File: src/rtl/serial_add_ctrl.sv
// Bit-serial adder controller: adds a + b + cin one bit per clock, LSB first,
// through a single full-adder cell built from two half adders.
module serial_add_ctrl #(
  parameter int WIDTH = 8
) (
  input  logic             clk,
  input  logic             rst_n,
  input  logic             start,
  input  logic [WIDTH-1:0] a,
  input  logic [WIDTH-1:0] b,
  input  logic             cin,
  output logic             busy,
  output logic             done,
  output logic [WIDTH-1:0] sum,
  output logic             cout
);

  // Counter is kept at least one bit wide so WIDTH=1 has no zero-width vector.
  localparam int CW = (WIDTH > 1) ? $clog2(WIDTH) : 1;

  typedef enum logic [1:0] {IDLE, RUN, DONE} state_t;

  state_t           state;
  logic [WIDTH-1:0] a_sh;
  logic [WIDTH-1:0] b_sh;
  logic [WIDTH-1:0] res_sh;
  logic [CW-1:0]    cnt;
  logic             carry;

  logic             p, g1, s, g2, carry_next;
  logic [WIDTH-1:0] res_next;

  always_comb begin
    p          = a_sh[0] ^ b_sh[0];
    g1         = a_sh[0] & b_sh[0];
    s          = p ^ carry;
    g2         = p & carry;
    carry_next = g1 | g2;
    res_next   = res_sh >> 1;
    res_next[WIDTH-1] = s;
  end

  // sum/cout are only written on the final RUN edge, so they hold through the next RUN.
  always_ff @(posedge clk or negedge rst_n) begin
    if (!rst_n) begin
      state  <= IDLE;
      a_sh   <= '0;
      b_sh   <= '0;
      res_sh <= '0;
      cnt    <= '0;
      carry  <= 1'b0;
      sum    <= '0;
      cout   <= 1'b0;
      busy   <= 1'b0;
      done   <= 1'b0;
    end else begin
      case (state)
        IDLE: begin
          if (start) begin
            a_sh  <= a;
            b_sh  <= b;
            carry <= cin;
            cnt   <= '0;
            busy  <= 1'b1;
            state <= RUN;
          end
        end
        RUN: begin
          a_sh   <= a_sh >> 1;
          b_sh   <= b_sh >> 1;
          res_sh <= res_next;
          carry  <= carry_next;
          cnt    <= cnt + CW'(1);
          if (cnt == CW'(WIDTH - 1)) begin
            sum   <= res_next;
            cout  <= carry_next;
            busy  <= 1'b0;
            done  <= 1'b1;
            state <= DONE;
          end
        end
        DONE: begin
          done  <= 1'b0;
          state <= IDLE;
        end
        default: begin
          busy  <= 1'b0;
          done  <= 1'b0;
          state <= IDLE;
        end
      endcase
    end
  end

endmodule

File: config.mk
export PLATFORM = sky130hd
export DESIGN_NAME = serial_add_ctrl
export DESIGN_NICKNAME = d
export VERILOG_FILES = /design/src/rtl/serial_add_ctrl.sv
export SDC_FILE = /design/constraint.sdc
export NUM_CORES = 1
export LEC_CHECK = 0
export CAP_MARGIN = 20
export CORE_MARGIN = 4
export CORE_UTILIZATION = 41
export DETAILED_ROUTE_END_ITERATION = 7
export PLACE_DENSITY_LB_ADDON = 0.12
export SLEW_MARGIN = 20
export SYNTH_ARGS = -nofsm -noshare
export SYNTH_HDL_FRONTEND = slang
export SYNTH_SLANG_ARGS = --single-unit
File: constraint.sdc
create_clock -name clk -period 2.4 [get_ports clk]
set_input_delay 0.6 -clock clk [delete_from_list [all_inputs] [get_ports clk]]
set_output_delay 0.6 -clock clk [all_outputs]
set_load 0.1 [all_outputs]
After elaboration in Yosys (flattened, before gate mapping)
Cells that the tools add are included.
Word-level totals
  flip-flop bits (word level): 41
  input port bits: 20
  output and inout bits: 11
  logic and storage cells: 46
Operators by class
  add/subtract/negate cells: 1
  eq/ne operators: 5
  muxes and demuxes: 16
  bitwise operators: 7
  reductions and logical operators: 7
Operators with widths (count)
  $pmux W8 S2: 2
  $mux W8: 2
  $reduce_and A2 Y1: 4
  $pmux W3 S2: 1
  $mux W1: 4
  $mux W2: 2
  $ne A2 B2 Y1 const B: 2
  $pmux W1 S2: 2
  $pmux W2 S2: 1
  $add A3 B1 Y3 const B: 1
  $eq A3 B3 Y1 const B: 1
  $mux W3: 1
  $pmux W1 S3: 1
  $reduce_and A3 Y1: 1
  $and A1 B1 Y1: 2
  $eq A2 B1 Y1 const B: 1
  $eq A2 B2 Y1 const B: 1
  $logic_not A2 Y1: 1
  $not A1 Y1: 2
  $reduce_bool A2 Y1: 1
  $xor A1 B1 Y1: 2
  $or A1 B1 Y1: 1

Depth between registers and ports, before layout
Gate-level depths: netlist of run 1.
  depth after elaboration: 4
  gate-level depth with buffers: 5
  mapped depth without buffers: 5

Worst setup path before layout of run 1
No wires, ideal clock.
  kind: register to output
  start point: register busy
  end point: output port busy
  arrival: 0.913 ns
  data required time: 1.800 ns
  path slack: 0.887 ns
  stages on the path, launching flop included: 1
  buffers on the path: 0
  path through: dfrtp_1
RTL lines
  start: declaration: RTL line 12  | output logic busy,
  start signal: assignment: RTL line 54  | busy <= 1'b0;
  start signal: assignment: RTL line 64  | busy <= 1'b1;
  start signal: assignment: RTL line 77  | busy <= 1'b0;
No word-level cell between the ends.

Final worst setup path of run 1
  start point: input port start
  end point: register a_sh[1]
Between the ends
  cells in the longest elaborated chain, start to end: 2
Ends and longest elaborated chain
  start: declaration: RTL line 8  | input logic start,
  $ne A2 B2 Y1 (no source line)
  $reduce_and A2 Y1 (no source line)
  end signal: assignment: RTL line 69  | a_sh <= a_sh >> 1;
  end: declaration: RTL line 24  | logic [WIDTH-1:0] a_sh;
Every way passes these cells.
A chain may end at the register's enable or synchronous reset.

==> flow_summary_export.csv, run 1 <==
group,metric,value,unit
clock_network,cts_buffers,5,
global_route,grt_pass1_vias,1230,
final_layout,final_nets,199,
clock_network,htree_levels,2,
placement,hpwl,2460,um
synth,avgSynthCellArea,12.1,um^2
clock_network,clkLatencyLatePin,0.29,ns
worst_setup_path,cp_max_fo,13,
worst_setup_path,r2r_start,"state[1]",
pwr,power_frac_clock,0.143,
final_layout,nFillCells,350,
worst_setup_path,worst_setup_path_end_kind,"flop",
synth,yosysTopAreaCellShare,0.572,
pwr,p_seq_frac,0.362,
synth,synthCells,145,
final_layout,final_layout_size_suffix_gt1_frac,0.233,
clock_network,cts.clk_slew.worst_paths,0.07,ns
synth,synth_cell_types,27,
drt,drt-total-wl,3560,um
final_layout,post-route-cell-area,0.00214,mm^2
synth,ys_warn_count,0,
sta,fin_crit,1.80,ns
sta,grt_setup_unrepaired,"false",
clock_network,holdBufCountCts,0,
pwr,powerDensity,1560,mW/mm^2
synth,ys.flop_type,"dfrtp_1",
placement,pre_cts_ws,0.311,ns
placement,dpl_cell_area,0.00204,mm^2
worst_setup_path,path_class,"in -> reg",
clock_network,clockBufferDepth,2,
sta,fmax,554,MHz
pwr,p_int,1810,uW
clock_network,cts.sinks,40,
global_route,antenna_found_initial,0,
worst_setup_path,start_kind,"input port",
pwr,p_sw,1520,uW
synth,ys_async_sr_fraction,1.00,
placement,dp_cells,219,
die,initial_utilization,0.431,
drt,via_per_inst,5.26,
drt,drt_pass1_iterations,4,
placement,place_congestion,0.765,
pwr,pwr-share-comb,0.495,
synth,synth_seq_cells,40,
sta,slew_viol_final,0,
clock_network,clockRootBuffer,"clkbuf_8",
clock_network,ctsResizeCount,0,
final_layout,antenna_cells,0,
synth,synth_fp_nets,168,
final_layout,final_cells,226,
sta,fin_setup_tns,0,ns
pwr,leakage,0.000984,uW
die,die_h,73.3,um
sta,setup_violations,0,
global_route,grt_pass1_wl,5950,um
worst_setup_path,r2r_cells,2,
worst_setup_path,r2r_end,"carry",
clock_network,cts_setup_buffers,0,
drt,drc,0,
run_status,status,"complete, no violations",
worst_setup_path,ff2ff_setup_slack,0.81,ns
clock_network,cts_tree,"yes",
synth,yosys-top-cells-area,"dfrtp_1 57%, mux2_4 7.7%, o221a_2 5.2%, nand2_1 4.9%, nand3b_1 3.4%",
sta,tightest_slew,0.679,ns
die,core_area,0.00406,mm^2
synth,yosysSeqAreaShare,0.572,
global_route,grt.total_usage,0.146,
sta,setup_ws,0.597,ns
die,std_cell_rows,23,
die,ios,31,
global_route,grt.overflow.total,0,
global_route,grt_max_degree,23,
worst_setup_path,startpoint,"start",
worst_setup_path,required,2.57,ns
drt,drtIter0Drc,78,
sta,final.period_utilization,0.751,
sta,fin_skew,0.00354,ns
synth,synth_edf_count,0,
hold_path,hold_class,"in -> async",
final_layout,areaGrowthSynthToFinish,22.1,%
pwr,swShare,0.456,
worst_setup_path,critPathArrivalTime,1.97,ns
synth,synth_area,0.00175,mm^2
sta,hold_violations,0,
drt,vias,1189,
placement,io_buffer_count,30,
die,dieWidth,73.3,um
drt,ant_nets,0,
pwr,ir_worst_vdd,0.816,mV
sta,maxSlewHeadroom,0.548,
flow_run,maxCapViolCount,0,
pwr,p_total,3330,uW
drt,routedWlPerCell,15.8,um
synth,synth_largest_area_cell,"dfrtp_1",
die,dieArea,0.00538,mm^2
==> critical path, cell delays in order <==
cell             delay, ns
clkdlybuf4s50_1       0.74
nand2b_1              0.33
o22ai_1               0.21
a21oi_1               0.09
==> power by group through the flow <==
stage / Sequential (uW) / Clock (uW) / Combinational, uW
detailed placement: 1210 / 0 / 1660
floorplan: 1770 / 0 / 771
CTS: 1210 / 495 / 1660
global route: 1240 / 514 / 1760
global placement: 1200 / 0 / 1620
finish: 1210 / 478 / 1650
==> per-stage QoR <==
step | util | hold slack [ns]
finish | 0.526 | 0.271
global route | 0.526 | 0.301
CTS | 0.526 | 0.268
detailed placement | 0.503 | 0.480
global placement | 0.503 | 0.459
floorplan | - | 0.304
==> metal layers <==
metal  up-vias  routed length (um)  track usage
met5         -                   0            0
met4         0                  50       0.0704
met3         6                 170       0.0328
met2        28                1580        0.214
met1       586                1760        0.205
li1        569                   -            -
==> how the worst max path moves through the flow <==
stage	depth (start not counted)	endpoint
after global placement	3	carry
after detailed placement	4	a_sh[5]
after CTS	4	a_sh[5]
after global routing	4	a_sh[5]
after floorplan	0	busy
final	4	a_sh[1]
==> cell type report <==
cell class	count	area, um^2	share of cell area
Sequential cell	40	1000	0.469
Multi-Input combinational cell	94	682	0.319
Timing Repair Buffer	32	283	0.132
Clock buffer	7	96.3	0.0451
Tap cell	50	62.6	0.0293
Inverter	3	11.3	0.00527
==> cell families (layout without fill, tap and decap cells) <==
| logic type | Yosys count | count (layout) | share of synthesized area |
|---|---|---|---|
| mux | 9 | 9 | 0.0773 |
| flops | 40 | 40 | 0.572 |
| fa+ha+maj | 3 | 3 | 0.0257 |
| buf+inv | 11 | 42 | 0.0379 |
| compound gates | 34 | 34 | 0.144 |
| simple gates | 48 | 48 | 0.143 |
==> synthesized netlist by cell type, types with 2 or more instances <==
| master | instances |
|---|---|
| nand2b_1 | 3 |
| nand3b_1 | 8 |
| mux2_4 | 9 |
| a22o_1 | 2 |
| ha_1 | 2 |
| nor2_1 | 10 |
| dfrtp_1 | 40 |
| buf_4 | 2 |
| buf_6 | 2 |
| buf_2 | 2 |
| o21ai_0 | 3 |
| o22ai_1 | 7 |
| a21oi_1 | 10 |
| clkbuf_1 | 2 |
| o221a_2 | 8 |
| nand2_1 | 23 |
| inv_1 | 2 |
==> flip-flops by register name, indices dropped and copies added (netlist names), 2 cells and up <==
name	cells
cnt	3
b_sh	8
sum	8
state	2
res_sh	7
a_sh	8
==> placed cells by master, fill, tap and decap left out, types with 2 or more instances in the layout <==
master	Yosys	routed
dfrtp_1	40	40
nand2_1	23	23
clkdlybuf4s50_1	0	18
buf_4	2	13
a21oi_1	10	10
nor2_1	10	10
mux2_4	9	9
nand3b_1	8	8
o221a_2	8	8
o22ai_1	7	7
clkbuf_8	0	7
nand2b_1	3	3
o21ai_0	3	3
inv_1	2	2
a22o_1	2	2
ha_1	2	2
Note: power is estimated with default switching activity, not from simulation.
==> run 2: changes to the inputs <==
- clock period: 2.4 -> 1.5 ns (I/O delays scaled with it)
==> run 2 against run 1 <==
Non-clock buffer count up 6; global-route usage up 0.27 points; critical endpoint is now sum[2]; sequential cell count unchanged; design area up 9.3%.
==> flow_summary_export.csv, run 2 (same netlist as run 1, synthesis figures left out) <==
group,metric,value,unit
sta,maxSlewHeadroom,0.682,
sta,grt_setup_unrepaired,"false",
global_route,grt_pass1_vias,1268,
die,die_h,73.3,um
worst_setup_path,path_class,"reg -> reg",
clock_network,cts.clk_slew.worst_paths,0.08,ns
drt,via_per_inst,5.29,
pwr,ir_worst_vdd,1.51,mV
pwr,powerDensity,2490,mW/mm^2
clock_network,clkLatencyLatePin,0.29,ns
worst_setup_path,cp_slowest_cell,"dfrtp_1",
final_layout,final_common_cell,"dfrtp_1",
clock_network,cts_buffers,5,
final_layout,nFillCells,345,
die,std_cell_rows,23,
drt,highest_layer,"met4",
sta,tightest_slew,0.477,ns
clock_network,cts.sinks,40,
global_route,antenna_found_initial,0,
clock_network,holdBufCountCts,0,
final_layout,areaGrowthSynthToFinish,33.5,%
run_status,status,"complete, no violations",
placement,dp_cells,225,
final_layout,mostFrequentLayoutCells,"39 x dfrtp_1, 23 x nand2_1, 18 x clkdlybuf4s50_1, 12 x buf_12",
drt,met1_length,1640,um
die,dieWidth,73.3,um
global_route,grt.overflow.total,0,
global_route,grt.total_usage,0.149,
placement,io_buffer_count,30,
hold_path,hold_class,"in -> async",
clock_network,clockBufferDepth,2,
flow_run,maxCapViolCount,0,
drt,met2_length,1660,um
worst_setup_path,r2r_cells,4,
worst_setup_path,max_stage_delay,0.41,ns
die,core_area,0.00406,mm^2
final_layout,antenna_cells,0,
worst_setup_path,ff2ff_setup_slack,0.10,ns
die,ios,31,
sta,fin_setup_tns,0,ns
drt,drt_pass1_iterations,4,
worst_setup_path,start_kind,"flop",
drt,drc,0,
worst_setup_path,crit_chain,"ha_1 > ha_2 > nand2_8 > mux2_4",
die,dieArea,0.00538,mm^2
worst_setup_path,critPathArrivalTime,1.57,ns
worst_setup_path,worst_setup_path_end_kind,"flop",
worst_setup_path,required,1.67,ns
placement,hpwl,2500,um
drt,dr_wl_met3,170,um
sta,fmax,716,MHz
placement,place_congestion,0.784,
final_layout,final_cells,233,
drt,drt-total-wl,3490,um
sta,hold_violations,0,
drt,routedWlPerCell,15.0,um
sta,fin_skew,0.00787,ns
drt,ant_nets,0,
clock_network,clockRootBuffer,"clkbuf_8",
clock_network,htree_levels,2,
die,initial_utilization,0.431,
clock_network,cts_setup_buffers,0,
sta,slew_viol_final,0,
worst_setup_path,cp_max_fo,10,
drt,drtIter0Drc,67,
global_route,grt_max_degree,22,
final_layout,final_layout_size_suffix_gt1_frac,0.279,
drt,vias,1232,
global_route,grt_pass1_wl,6060,um
final_layout,final_nets,205,
final_layout,top_regs,"a_sh x8, b_sh x8, sum x8",
pwr,leakage,0.00106,uW
clock_network,cts_tree,"yes",
sta,fin_crit,1.40,ns
sta,setup_violations,0,
sta,final.period_utilization,0.931,
[run 2: cell count changes in the layout (fill, tap and decap cells not counted), sizes merged]
cell,change
clkbuf,-1
clkinv,+1
clkinvlp,+1
buf,+6
[run 2: worst max-delay path: cells and delay by family, from the launching register on]
kind                       cells  cell delay [ns]
adders and majority gates      2             0.43
muxes                          1             0.31
and+or+nand+nor                1             0.13
DFF                            1             0.41
[run 2: layer usage]
metal,up-vias,global-route usage
met2,28,0.231
met5,-,0
met3,4,0.0451
met1,617,0.201
met4,0,0.0423
li1,583,-
[run 2: what timing repair did]
item | 4_1_cts | 5_1_grt
endpoints found under the setup margin | 0 | 10
hold endpoints to repair | 0 | 0
gates resized for setup | 0 | 3
[run 2: cell type report]
class	count	area [um^2]	share of cell area
Inverter	3	15.0	0.00643
Clock inverter	2	10.0	0.00429
Clock buffer	6	82.6	0.0354
Sequential cell	40	1000	0.429
Timing Repair Buffer	38	478	0.205
Tap cell	50	62.6	0.0268
Multi-Input combinational cell	94	684	0.293
[run 2: power by group]
part	leakage (uW)	internal [uW]	switching, uW	total, uW
clock network	0.0000510	367	356	723
registers	0.000476	1580	421	2000
logic	0.000536	1340	1750	3090
total	0.00106	3290	2530	5820
[run 2: final timing paths]
check	start	end
worst max-delay path	cnt[0]	sum[2]
worst min-delay path	rst_n	b_sh[3]
worst max register to register	cnt[0]	sum[2]
worst min register to register	res_sh[1]	res_sh[1]
max in group asynchronous	rst_n	state[0]
min in group clk	res_sh[1]	res_sh[1]
[run 2: per-stage QoR]
stage / worst slack [ns] / hold slack [ns] / cell area [um^2] / power (uW) / utilization
after floorplan: 0.128 / 0.0794 / 1750 / 4070 / -
after global placement: -0.0763 / 0.343 / 2230 / 5030 / 0.551
after detailed placement: -0.127 / 0.361 / 2230 / 5120 / 0.551
after CTS: 0.0109 / 0.0426 / 2330 / 5850 / 0.574
after global routing: 0.0219 / 0.0622 / 2330 / 6160 / 0.575
final: 0.104 / 0.0340 / 2330 / 5820 / 0.575
==> run 3: changes to the inputs <==
- CORE_MARGIN: 4 -> unset
==> run 3 against run 2 <==
Highest routed layer unchanged; final cell count unchanged; register-to-register slack about the same; non-clock buffer count increased by 1; setup slack got worse by 0.0011 ns; largest power group unchanged.
==> flow_summary_export.csv, run 3 (same netlist as run 1, synthesis figures left out) <==
group,metric,value,unit
die,ios,31,
pwr,swShare,0.410,
final_layout,nFillCells,320,
die,std_cell_rows,23,
pwr,p_int,3570,uW
final_layout,regArea,0.00100,mm^2
drt,vias,1200,
placement,pre_cts_ws,-0.118,ns
final_layout,final_common_cell,"dfrtp_1",
placement,place_congestion,0.754,
clock_network,clockRootBuffer,"clkbuf_8",
drt,drtIter0Drc,89,
die,die_h,67.3,um
worst_setup_path,start_kind,"flop",
pwr,pwr-share-comb,0.504,
clock_network,clockBufferDepth,2,
clock_network,htree_levels,2,
sta,fmax,716,MHz
global_route,grt_pass1_wl,5800,um
final_layout,final_layout_size_suffix_gt1_frac,0.268,
worst_setup_path,r2r_cells,4,
clock_network,cts_buffers,5,
final_layout,final_nets,206,
drt,via_per_inst,5.15,
worst_setup_path,r2r_start,"cnt[0]",
drt,ant_nets,0,
pwr,ir_worst_vdd,1.34,mV
global_route,grt.total_usage,0.176,
final_layout,antenna_cells,0,
final_layout,final_cells,233,
sta,setup_violations,0,
pwr,p_sw,2490,uW
final_layout,multi_input_area,684,um^2
global_route,grt.overflow.total,0,
worst_setup_path,critPathArrivalTime,1.57,ns
worst_setup_path,worst_setup_path_end_kind,"flop",
drt,drt-total-wl,3250,um
worst_setup_path,ff2ff_setup_slack,0.10,ns
global_route,antenna_found_initial,0,
sta,fin_crit,1.40,ns
drt,routedWlPerCell,14.0,um
global_route,grt_max_degree,41,
worst_setup_path,max_stage_delay,0.40,ns
run_status,status,"complete, no violations",
pwr,p_seq_frac,0.329,
clock_network,cts_tree,"yes",
worst_setup_path,required,1.68,ns
worst_setup_path,cp_slowest_cell,"dfrtp_1",
pwr,leakage,0.00108,uW
global_route,grt_pass1_vias,1212,
sta,setup_ws,0.103,ns
sta,grt_setup_unrepaired,"false",
clock_network,cts.sinks,40,
pwr,powerDensity,2550,mW/mm^2
placement,dp_cells,226,
placement,hpwl,2270,um
worst_setup_path,cp_max_fo,10,
sta,final.period_utilization,0.932,
die,dieArea,0.00453,mm^2
sta,hold_violations,0,
worst_setup_path,path_buf_inv,0,
drt,drc,0,
final_layout,mostFrequentLayoutCells,"40 x dfrtp_1, 23 x nand2_1, 18 x clkdlybuf4s50_1, 12 x buf_12",
worst_setup_path,r2r_end,"sum[3]",
die,core_area,0.00406,mm^2
die,dieWidth,67.3,um
pwr,power_frac_clock,0.166,
drt,drt_pass1_iterations,4,
die,initial_utilization,0.431,
sta,tightest_slew,0.433,ns
sta,maxSlewHeadroom,0.711,
flow_run,maxCapViolCount,0,
placement,io_buffer_count,30,
clock_network,clkLatencyLatePin,0.29,ns
hold_path,hold_class,"in -> async",
final_layout,final_util,0.585,
clock_network,cts.clk_slew.worst_paths,0.08,ns
sta,fin_skew,0.00655,ns
worst_setup_path,path_class,"reg -> reg",
worst_setup_path,crit_chain,"ha_1 > ha_2 > nand2_8 > mux2_4",
worst_setup_path,crit_family,"adder cells",
final_layout,top_regs,"a_sh x8, b_sh x8, sum x8",
sta,slew_viol_final,0,
final_layout,areaGrowthSynthToFinish,35.7,%
==> run 3: through the flow <==
step / power (uW) / area, um^2 / hold slack, ns / TNS [ns]
2_1_floorplan: 4070 / 1750 / 0.0794 / 0
6_report: 6060 / 2370 / 0.0488 / 0
4_1_cts: 6110 / 2370 / 0.0503 / 0
3_5_place_dp: 5080 / 2240 / 0.357 / -1.84
5_1_grt: 6430 / 2370 / 0.0617 / 0
3_3_place_gp: 5030 / 2240 / 0.359 / -1.09
==> run 3: worst max path at each step <==
stage / start / slack [ns] / to / depth (start not counted)
floorplan: cnt[0] / 0.13 / cout / 4
global placement: start / -0.08 / b_sh[5] / 3
detailed placement: start / -0.12 / carry / 3
CTS: cnt[0] / 0.03 / sum[3] / 4
global route: state[0] / 0.007 / res_sh[2] / 4
finish: cnt[0] / 0.10 / sum[3] / 4
==> run 3: layout make-up <==
cell class              instances  area share
multi-input cells              94       0.288
repair buffers                 39       0.205
clock inverters                 2      0.0253
inverters                       3     0.00474
clock buffers                   5      0.0290
flip-flops and latches         40       0.422
well taps                      50      0.0264
==> run 3: timing repair <==
action | 4_1_cts | 5_1_grt
hold buffers | 0 | 0
resized for setup | 0 | 1
setup buffers | 0 | 0
endpoints found under the hold margin | 0 | 0
setup endpoints to repair | 0 | 9
==> run 3: routing by layer <==
| metal | global-route usage | wire length, um | vias to the layer above |
|---|---|---|---|
| li1 | - | - | 584 |
| met1 | 0.240 | 1590 | 581 |
| met2 | 0.263 | 1470 | 29 |
| met3 | 0.0422 | 142 | 6 |
| met4 | 0.0798 | 47 | 0 |
| met5 | 0 | 0 | - |
==> run 3: power by group through the flow <==
stage	Clock [uW]	Sequential [uW]	Combinational, uW
after floorplan	0	2830	1230
after global routing	1090	2070	3270
final	1010	2000	3050
after detailed placement	0	2020	3070
after global placement	0	2000	3030
after CTS	1040	2000	3080
